===== src/rtl/divider_pkg.sv =====
// Shared constants and FSM encoding for the divider packet controller.
// Result tags, tag-field bit positions and the controller state enum.
package divider_pkg;

    localparam logic [15:0] TAG_Q   = 16'h000a;
    localparam logic [15:0] TAG_R   = 16'h000b;
    localparam logic [15:0] TAG_DZ  = 16'h000d;
    localparam logic [15:0] TAG_ERR = 16'h000e;

    // Operand tag layout: tag[11:8] = extension mode, tag[12] = signed.
    localparam int MODE_LSB = 8;
    localparam int MODE_MSB = 11;
    localparam int SIGN_BIT = 12;

    typedef enum logic [2:0] {
        ST_IDLE    = 3'd0,
        ST_LOAD    = 3'd1,
        ST_LAUNCH  = 3'd2,
        ST_WAIT    = 3'd3,
        ST_CAPTURE = 3'd4,
        ST_EMIT    = 3'd5
    } state_e;

endpackage


===== src/rtl/divider_req_fifo.sv =====
// Show-ahead synchronous request FIFO (W x DEPTH, DEPTH a power of two).
// Push while full is accepted only when a pop happens in the same cycle.
module divider_req_fifo
    import divider_pkg::*;
#(
    parameter int W     = 8,
    parameter int DEPTH = 4
) (
    input  logic         clk_i,
    input  logic         rst_i,
    input  logic         push_i,
    input  logic         pop_i,
    input  logic [W-1:0] wdata_i,
    output logic [W-1:0] rdata_o,
    output logic         full_o,
    output logic         empty_o
);

    localparam int AW = (DEPTH > 1) ? $clog2(DEPTH) : 1;

    logic [W-1:0]  mem_q [DEPTH];
    logic [AW-1:0] wr_ptr_q;
    logic [AW-1:0] rd_ptr_q;
    logic [AW:0]   count_q;
    logic          do_push;
    logic          do_pop;

    assign do_pop  = pop_i && !empty_o;
    assign do_push = push_i && (!full_o || do_pop);
    assign full_o  = (count_q == (AW+1)'(DEPTH));
    assign empty_o = (count_q == '0);
    assign rdata_o = mem_q[rd_ptr_q];

    // Storage carries no reset; only the pointers define what is valid.
    always_ff @(posedge clk_i) begin
        if (do_push) begin
            mem_q[wr_ptr_q] <= wdata_i;
        end
    end

    always_ff @(posedge clk_i or posedge rst_i) begin
        if (rst_i) begin
            wr_ptr_q <= '0;
            rd_ptr_q <= '0;
            count_q  <= '0;
        end else begin
            if (do_push) begin
                wr_ptr_q <= wr_ptr_q + AW'(1);
            end
            if (do_pop) begin
                rd_ptr_q <= rd_ptr_q + AW'(1);
            end
            if (do_push && !do_pop) begin
                count_q <= count_q + (AW+1)'(1);
            end else if (!do_push && do_pop) begin
                count_q <= count_q - (AW+1)'(1);
            end
        end
    end

endmodule


===== src/rtl/divider_packet_ctrl.sv =====
// Packet controller: queues 2-operand requests, extends operands, runs the divider core.
// Optional WAIT-state watchdog is enabled by defining DIV_TIMEOUT_EN.
module divider_packet_ctrl
    import divider_pkg::*;
#(
    parameter int DW          = 32,
    parameter int TAG_W       = 16,
    parameter int FIFO_DEPTH  = 4,
    parameter int DIV_TIMEOUT = 64,
    localparam int PKT_W      = 2 * (TAG_W + DW)
) (
    input  logic             divider_clk,
    input  logic             divider_rst,
    input  logic             write,
    input  logic [PKT_W-1:0] out_data,
    output logic             in_full,
    output logic             overflow,
    output logic             i_call,
    output logic             reset_n,
    output logic [DW-1:0]    num_data,
    output logic [DW-1:0]    dem_data,
    input  logic [DW-1:0]    o_x,
    input  logic [DW-1:0]    o_y,
    input  logic             div_done,
    output logic             write_in,
    output logic [PKT_W-1:0] write_out,
    input  logic             out_ready,
    output logic [2:0]       dbg_state_o
);

    state_e           state_q;
    logic             i_call_q;
    logic             reset_n_q;
    logic             write_in_q;
    logic             overflow_q;
    logic [DW-1:0]    num_q;
    logic [DW-1:0]    den_q;
    logic [PKT_W-1:0] write_out_q;

    logic [PKT_W-1:0] head;
    logic             fifo_full;
    logic             fifo_empty;
    logic             push;
    logic             pop;

    assign push = write && !fifo_full;
    assign pop  = (state_q == ST_LOAD);

    divider_req_fifo #(
        .W     (PKT_W),
        .DEPTH (FIFO_DEPTH)
    ) u_fifo (
        .clk_i   (divider_clk),
        .rst_i   (divider_rst),
        .push_i  (push),
        .pop_i   (pop),
        .wdata_i (out_data),
        .rdata_o (head),
        .full_o  (fifo_full),
        .empty_o (fifo_empty)
    );

    logic [TAG_W-1:0] tag_d;
    logic [TAG_W-1:0] tag_n;
    logic [DW-1:0]    den_raw;
    logic [DW-1:0]    num_raw;
    logic             tag_unused;

    assign {tag_d, den_raw, tag_n, num_raw} = head;
    assign tag_unused = ^{tag_d, tag_n};

    function automatic logic mode_ok(input logic [3:0] m);
        return (m != 4'd0) && (int'(m) <= DW / 8);
    endfunction

    // Keep the low 8*m bits, fill above with zero or the selected MSB.
    function automatic logic [DW-1:0] extend(input logic [DW-1:0] v, input logic [3:0] m,
                                             input logic sgn);
        logic [DW-1:0] r;
        r = '0;
        for (int k = 1; k <= DW / 8; k++) begin
            if (int'(m) == k) begin
                for (int b = 0; b < DW; b++) begin
                    r[b] = (b < 8 * k) ? v[b] : (sgn & v[8*k-1]);
                end
            end
        end
        return r;
    endfunction

    logic [3:0]    mode_n;
    logic [3:0]    mode_d;
    logic          bad_req;
    logic [DW-1:0] num_ext;
    logic [DW-1:0] den_ext;

    assign mode_n  = tag_n[MODE_MSB:MODE_LSB];
    assign mode_d  = tag_d[MODE_MSB:MODE_LSB];
    assign bad_req = !mode_ok(mode_n) || !mode_ok(mode_d);
    assign num_ext = extend(num_raw, mode_n, tag_n[SIGN_BIT]);
    assign den_ext = extend(den_raw, mode_d, tag_d[SIGN_BIT]);

`ifdef DIV_TIMEOUT_EN
    localparam int CNT_W = $clog2(DIV_TIMEOUT + 1);
    logic [CNT_W-1:0] wait_cnt_q;
`else
    localparam int timeout_unused = DIV_TIMEOUT;
`endif

    always_ff @(posedge divider_clk or posedge divider_rst) begin
        if (divider_rst) begin
            state_q     <= ST_IDLE;
            i_call_q    <= 1'b0;
            reset_n_q   <= 1'b0;
            write_in_q  <= 1'b0;
            overflow_q  <= 1'b0;
            num_q       <= '0;
            den_q       <= '0;
            write_out_q <= '0;
`ifdef DIV_TIMEOUT_EN
            wait_cnt_q  <= '0;
`endif
        end else begin
            if (write && fifo_full) begin
                overflow_q <= 1'b1;
            end
            case (state_q)
                // A push landing this cycle is enough to leave IDLE.
                ST_IDLE: begin
                    if (!fifo_empty || push) begin
                        state_q <= ST_LOAD;
                    end
                end
                ST_LOAD: begin
                    num_q <= num_ext;
                    den_q <= den_ext;
                    if (bad_req) begin
                        write_out_q <= {TAG_W'(TAG_ERR), {DW{1'b0}}, TAG_W'(TAG_ERR), {DW{1'b0}}};
                        write_in_q  <= 1'b1;
                        state_q     <= ST_EMIT;
                    end else if (den_ext == '0) begin
                        write_out_q <= {TAG_W'(TAG_DZ), {DW{1'b1}}, TAG_W'(TAG_DZ), num_ext};
                        write_in_q  <= 1'b1;
                        state_q     <= ST_EMIT;
                    end else begin
                        i_call_q  <= 1'b1;
                        reset_n_q <= 1'b0;
                        state_q   <= ST_LAUNCH;
`ifdef DIV_TIMEOUT_EN
                        wait_cnt_q <= '0;
`endif
                    end
                end
                ST_LAUNCH: begin
                    reset_n_q <= 1'b1;
                    state_q   <= ST_WAIT;
`ifdef DIV_TIMEOUT_EN
                    wait_cnt_q <= CNT_W'(1);
`endif
                end
                ST_WAIT: begin
                    if (div_done) begin
                        i_call_q <= 1'b0;
                        state_q  <= ST_CAPTURE;
                    end
`ifdef DIV_TIMEOUT_EN
                    else if (wait_cnt_q == CNT_W'(DIV_TIMEOUT - 1)) begin
                        i_call_q    <= 1'b0;
                        write_out_q <= {TAG_W'(TAG_ERR), {DW{1'b0}}, TAG_W'(TAG_ERR), {DW{1'b0}}};
                        write_in_q  <= 1'b1;
                        state_q     <= ST_EMIT;
                    end else begin
                        wait_cnt_q <= wait_cnt_q + CNT_W'(1);
                    end
`endif
                end
                ST_CAPTURE: begin
                    write_out_q <= {TAG_W'(TAG_Q), o_x, TAG_W'(TAG_R), o_y};
                    write_in_q  <= 1'b1;
                    state_q     <= ST_EMIT;
                end
                ST_EMIT: begin
                    if (out_ready) begin
                        write_in_q <= 1'b0;
                        state_q    <= ST_IDLE;
                    end
                end
                default: begin
                    state_q <= ST_IDLE;
                end
            endcase
        end
    end

    assign in_full     = fifo_full;
    assign overflow    = overflow_q;
    assign i_call      = i_call_q;
    assign reset_n     = reset_n_q;
    assign num_data    = num_q;
    assign dem_data    = den_q;
    assign write_in    = write_in_q;
    assign write_out   = write_out_q;
    assign dbg_state_o = state_q;

endmodule


===== config.mk =====
export PLATFORM = sky130hd
export DESIGN_NAME = divider_packet_ctrl
export DESIGN_NICKNAME = d
export VERILOG_FILES = /design/src/rtl/divider_pkg.sv /design/src/rtl/divider_req_fifo.sv /design/src/rtl/divider_packet_ctrl.sv
export SDC_FILE = /design/constraint.sdc
export NUM_CORES = 1
export LEC_CHECK = 0
export BUFFER_PORTS_ARGS = -buffer_cell sky130_fd_sc_hd__buf_2
export CORE_UTILIZATION = 52
export CTS_BUF_LIST = sky130_fd_sc_hd__clkbuf_2 sky130_fd_sc_hd__clkbuf_4 sky130_fd_sc_hd__clkbuf_8
export DETAILED_ROUTE_END_ITERATION = 16
export PLACE_DENSITY = 0.75
export SYNTH_ARGS = -nofsm -noshare
export SYNTH_HDL_FRONTEND = slang
export SYNTH_SLANG_ARGS = --single-unit
export TNS_END_PERCENT = 30

===== constraint.sdc =====
create_clock -name divider_clk -period 6.99 [get_ports divider_clk]
set_clock_uncertainty 0.05 [all_clocks]
set_input_delay 2.097 -clock divider_clk [delete_from_list [all_inputs] [get_ports divider_clk]]
set_output_delay 2.097 -clock divider_clk [all_outputs]
set_load 0.03 [all_outputs]

==> flow_summary.toml <==
[grt]
top_usage_layer = "met2"
use_met3_pct = 5.457
met1_usage_pct = 32.60
met2_usage_pct = 40.34
antenna_found_initial = 10
grt_pass1_wl_mm = 66.25
grt_pass1_vias = 11530
grt.overflow.total = 0
grt_usage_pct = 24.67
grt_start_max_net_pins = 100

[worst_setup_path]
cp_max_fo = 34
required_ns = 7.44
cp-start-kind = "flip-flop"
arrival_ns = 4.94
criticalPathCategory = "reg2reg"
endpoint_kind = "flip-flop"

[final_layout]
final_cell_area_mm2 = 0.02135
syn_to_final_growth_pct = 17.60
nets = 1683
drive_gt1_share_pct = 33.31

[pwr]
vdd_drop_max_mv = 0.3123
powerDensity_mw_per_mm2 = 485.2
leakage_nw = 8.623

[cts]
cts_tree = "done"
cts_max_path_buffers = 3
tritoncts.num_buffers = 73
clock_sinks = 443
root_buffer = "clkbuf_8"
cts_resized = 0
postCtsHoldBufs = 0
clock_latency_ns = 0.60
post_cts_buffers = 0
cts_htree_levels = 3
clkTransAtPathRegs_ns = 0.06

[placement]
numPortBuffers = 286
dp_hpwl_mm = 27.23
place_area_mm2 = 0.01983
place.gp.congestion = 0.8337

[logic_synthesis]
synthTopCellsByCount = "edfxtp_1, nand2_1, dfrtp_1"
synth_seq_cells = 443
synth_edf_count = 296
ys_seq_area_share_pct = 69.23
synth_cells = 1215
syn_area_mm2 = 0.01815
synth_most_common_cell = "edfxtp_1"
syn_avg_cell_area_um2 = 14.94
yosys-top-cells-area = "edfxtp_1, dfrtp_1, mux4_2"
synth_top_area_share_pct = 48.96
yosys.area.top_type = "edfxtp_1"
synthArstFlopShare_pct = 33.18
synth-main-ff-cell = "edfxtp_1"
synth_cell_types = 56
ys_warn_count = 0

[timing]
max_freq_mhz = 222.6
maxSlewHeadroom_pct = 15.51
period_minus_slack_ns = 4.493
setup_viol = 0
tightestPinTransition_ns = 1.267
fin_crit_sh_pct = 64.28
drv_slew = 0
tns_ns = 0
hold_viol_final = 0
rsz0062_at_grt = "false"

[routing]
drc = 0
viasPerCell = 5.681
drt_iter0_markers = 739
antenna_left = 0
post_drt_wl_per_cell_um = 21.35
vias = 11560
finalWirelength_mm = 43.43
dr.pass1.iters = 5

[die]
row_count = 68
fp.dieH_um = 188.8
die_w_um = 188.8
ios = 333
initial_core_util_pct = 52.68
fp.coreArea_mm2 = 0.03446
dieArea_mm2 = 0.03566

[worst_hold_path]
hp-class = "reg2reg"

[flow_run]
maxCapViolations = 0

[status]
status = "completed"
-- worst paths after layout --
| kind | start | endpoint | slack, ns | depth (start not counted) |
|---|---|---|---|---|
| worst max-delay path | u_fifo.rd_ptr_q[0] | write_out[66] | 2.50 | 8 |
| worst min-delay path | overflow | overflow | 0.41 | 1 |
| worst max register to register | u_fifo.rd_ptr_q[0] | write_out[66] | 2.50 | 8 |
| worst min register to register | overflow | overflow | 0.41 | 1 |
| max in group asynchronous | divider_rst | write_out[9] | 3.96 | 3 |
| min in group asynchronous | divider_rst | write_out[81] | 1.65 | 2 |
-- report_power, final --
| group | total [mW] | internal, mW | switching [mW] |
|---|---|---|---|
| sequential | 3.92 | 3.55 | 0.374 |
| clock | 2.29 | 1.28 | 1.01 |
| combinational | 4.14 | 1.39 | 2.76 |
-- worst max-delay path: stages, from the launching register on --
cell and delay, ns:
dfrtp_4 0.81, buf_4 0.46, mux4_1 0.77, nor4b_4 0.67
a21oi_1 0.09, buf_4 0.23, o21ai_4 0.16, nand2_1 0.66
o211ai_1 0.45
-- final cells by class --
| class | count | area, um^2 |
|---|---|---|
| multi-input combinational | 680 | 5074 |
| timing repair buffer | 305 | 1574 |
| antenna | 6 | 15.01 |
| clock buffer | 106 | 1303 |
| inverter | 9 | 38.79 |
| tap | 455 | 569.3 |
| clock inverter | 30 | 201.4 |
| sequential | 443 | 12570 |
| fill | 2582 | 13110 |
-- routing by layer --
layer | wire length, um | vias to the layer above
met5 | 68 | -
met3 | 2881 | 93
li1 | - | 5178
met1 | 18080 | 5778
met4 | 1100 | 10
met2 | 21290 | 497
-- kinds of logic after synthesis --
logic type | after synthesis | synth area share (%)
flip-flops | 443 | 69.23
AND/OR/NAND/NOR | 312 | 8.043
AO/OA/AOI/OAI | 217 | 7.285
multiplexers | 115 | 11.12
buffers and inverters | 115 | 3.563
adder cells (fa/ha/maj) | 6 | 0.4549
XOR/XNOR | 6 | 0.2895
other | 1 | 0.02066
-- flip-flops by register name, indices dropped and copies added, names as in the netlist --
signal,cells
u_fifo.mem_q,296
write_out,69
dem_data,32
num_data,32
dbg_state_o,3
u_fifo.count_q,3
u_fifo.rd_ptr_q,2
u_fifo.wr_ptr_q,2
i_call,1
overflow,1
reset_n,1
write_in,1
-- layout by cell type (no fill, tap or decap), drive strengths merged, types with 11 or more instances in the layout --
cell	Yosys	routed
and3	34	34
buf	57	305
a31oi	34	34
clkinv	0	21
mux4	67	67
dfrtp	147	147
nor2	44	44
o21ai	52	52
conb	1	24
nand2	152	152
a21o	11	11
nand3	43	43
a21oi	73	73
clkbuf	49	106
edfxtp	296	296
inv	9	11
mux2i	40	40
o211ai	32	32
-- metrics by stage --
step	setup slack [ns]	hold WS [ns]	utilization, %	std cells	power, mW
2_1_floorplan	0.8917	0.3971	-	1238	6.957
3_3_place_gp	2.464	0.3847	57.55	1892	8.037
3_5_place_dp	2.413	0.3921	57.55	1892	8.137
4_1_cts	2.412	0.4052	61.91	2028	10.44
5_1_grt	2.108	0.4269	61.93	2030	10.92
6_report	2.497	0.4088	61.96	2034	10.36
No activity file was read; power rests on OpenSTA's default activity.
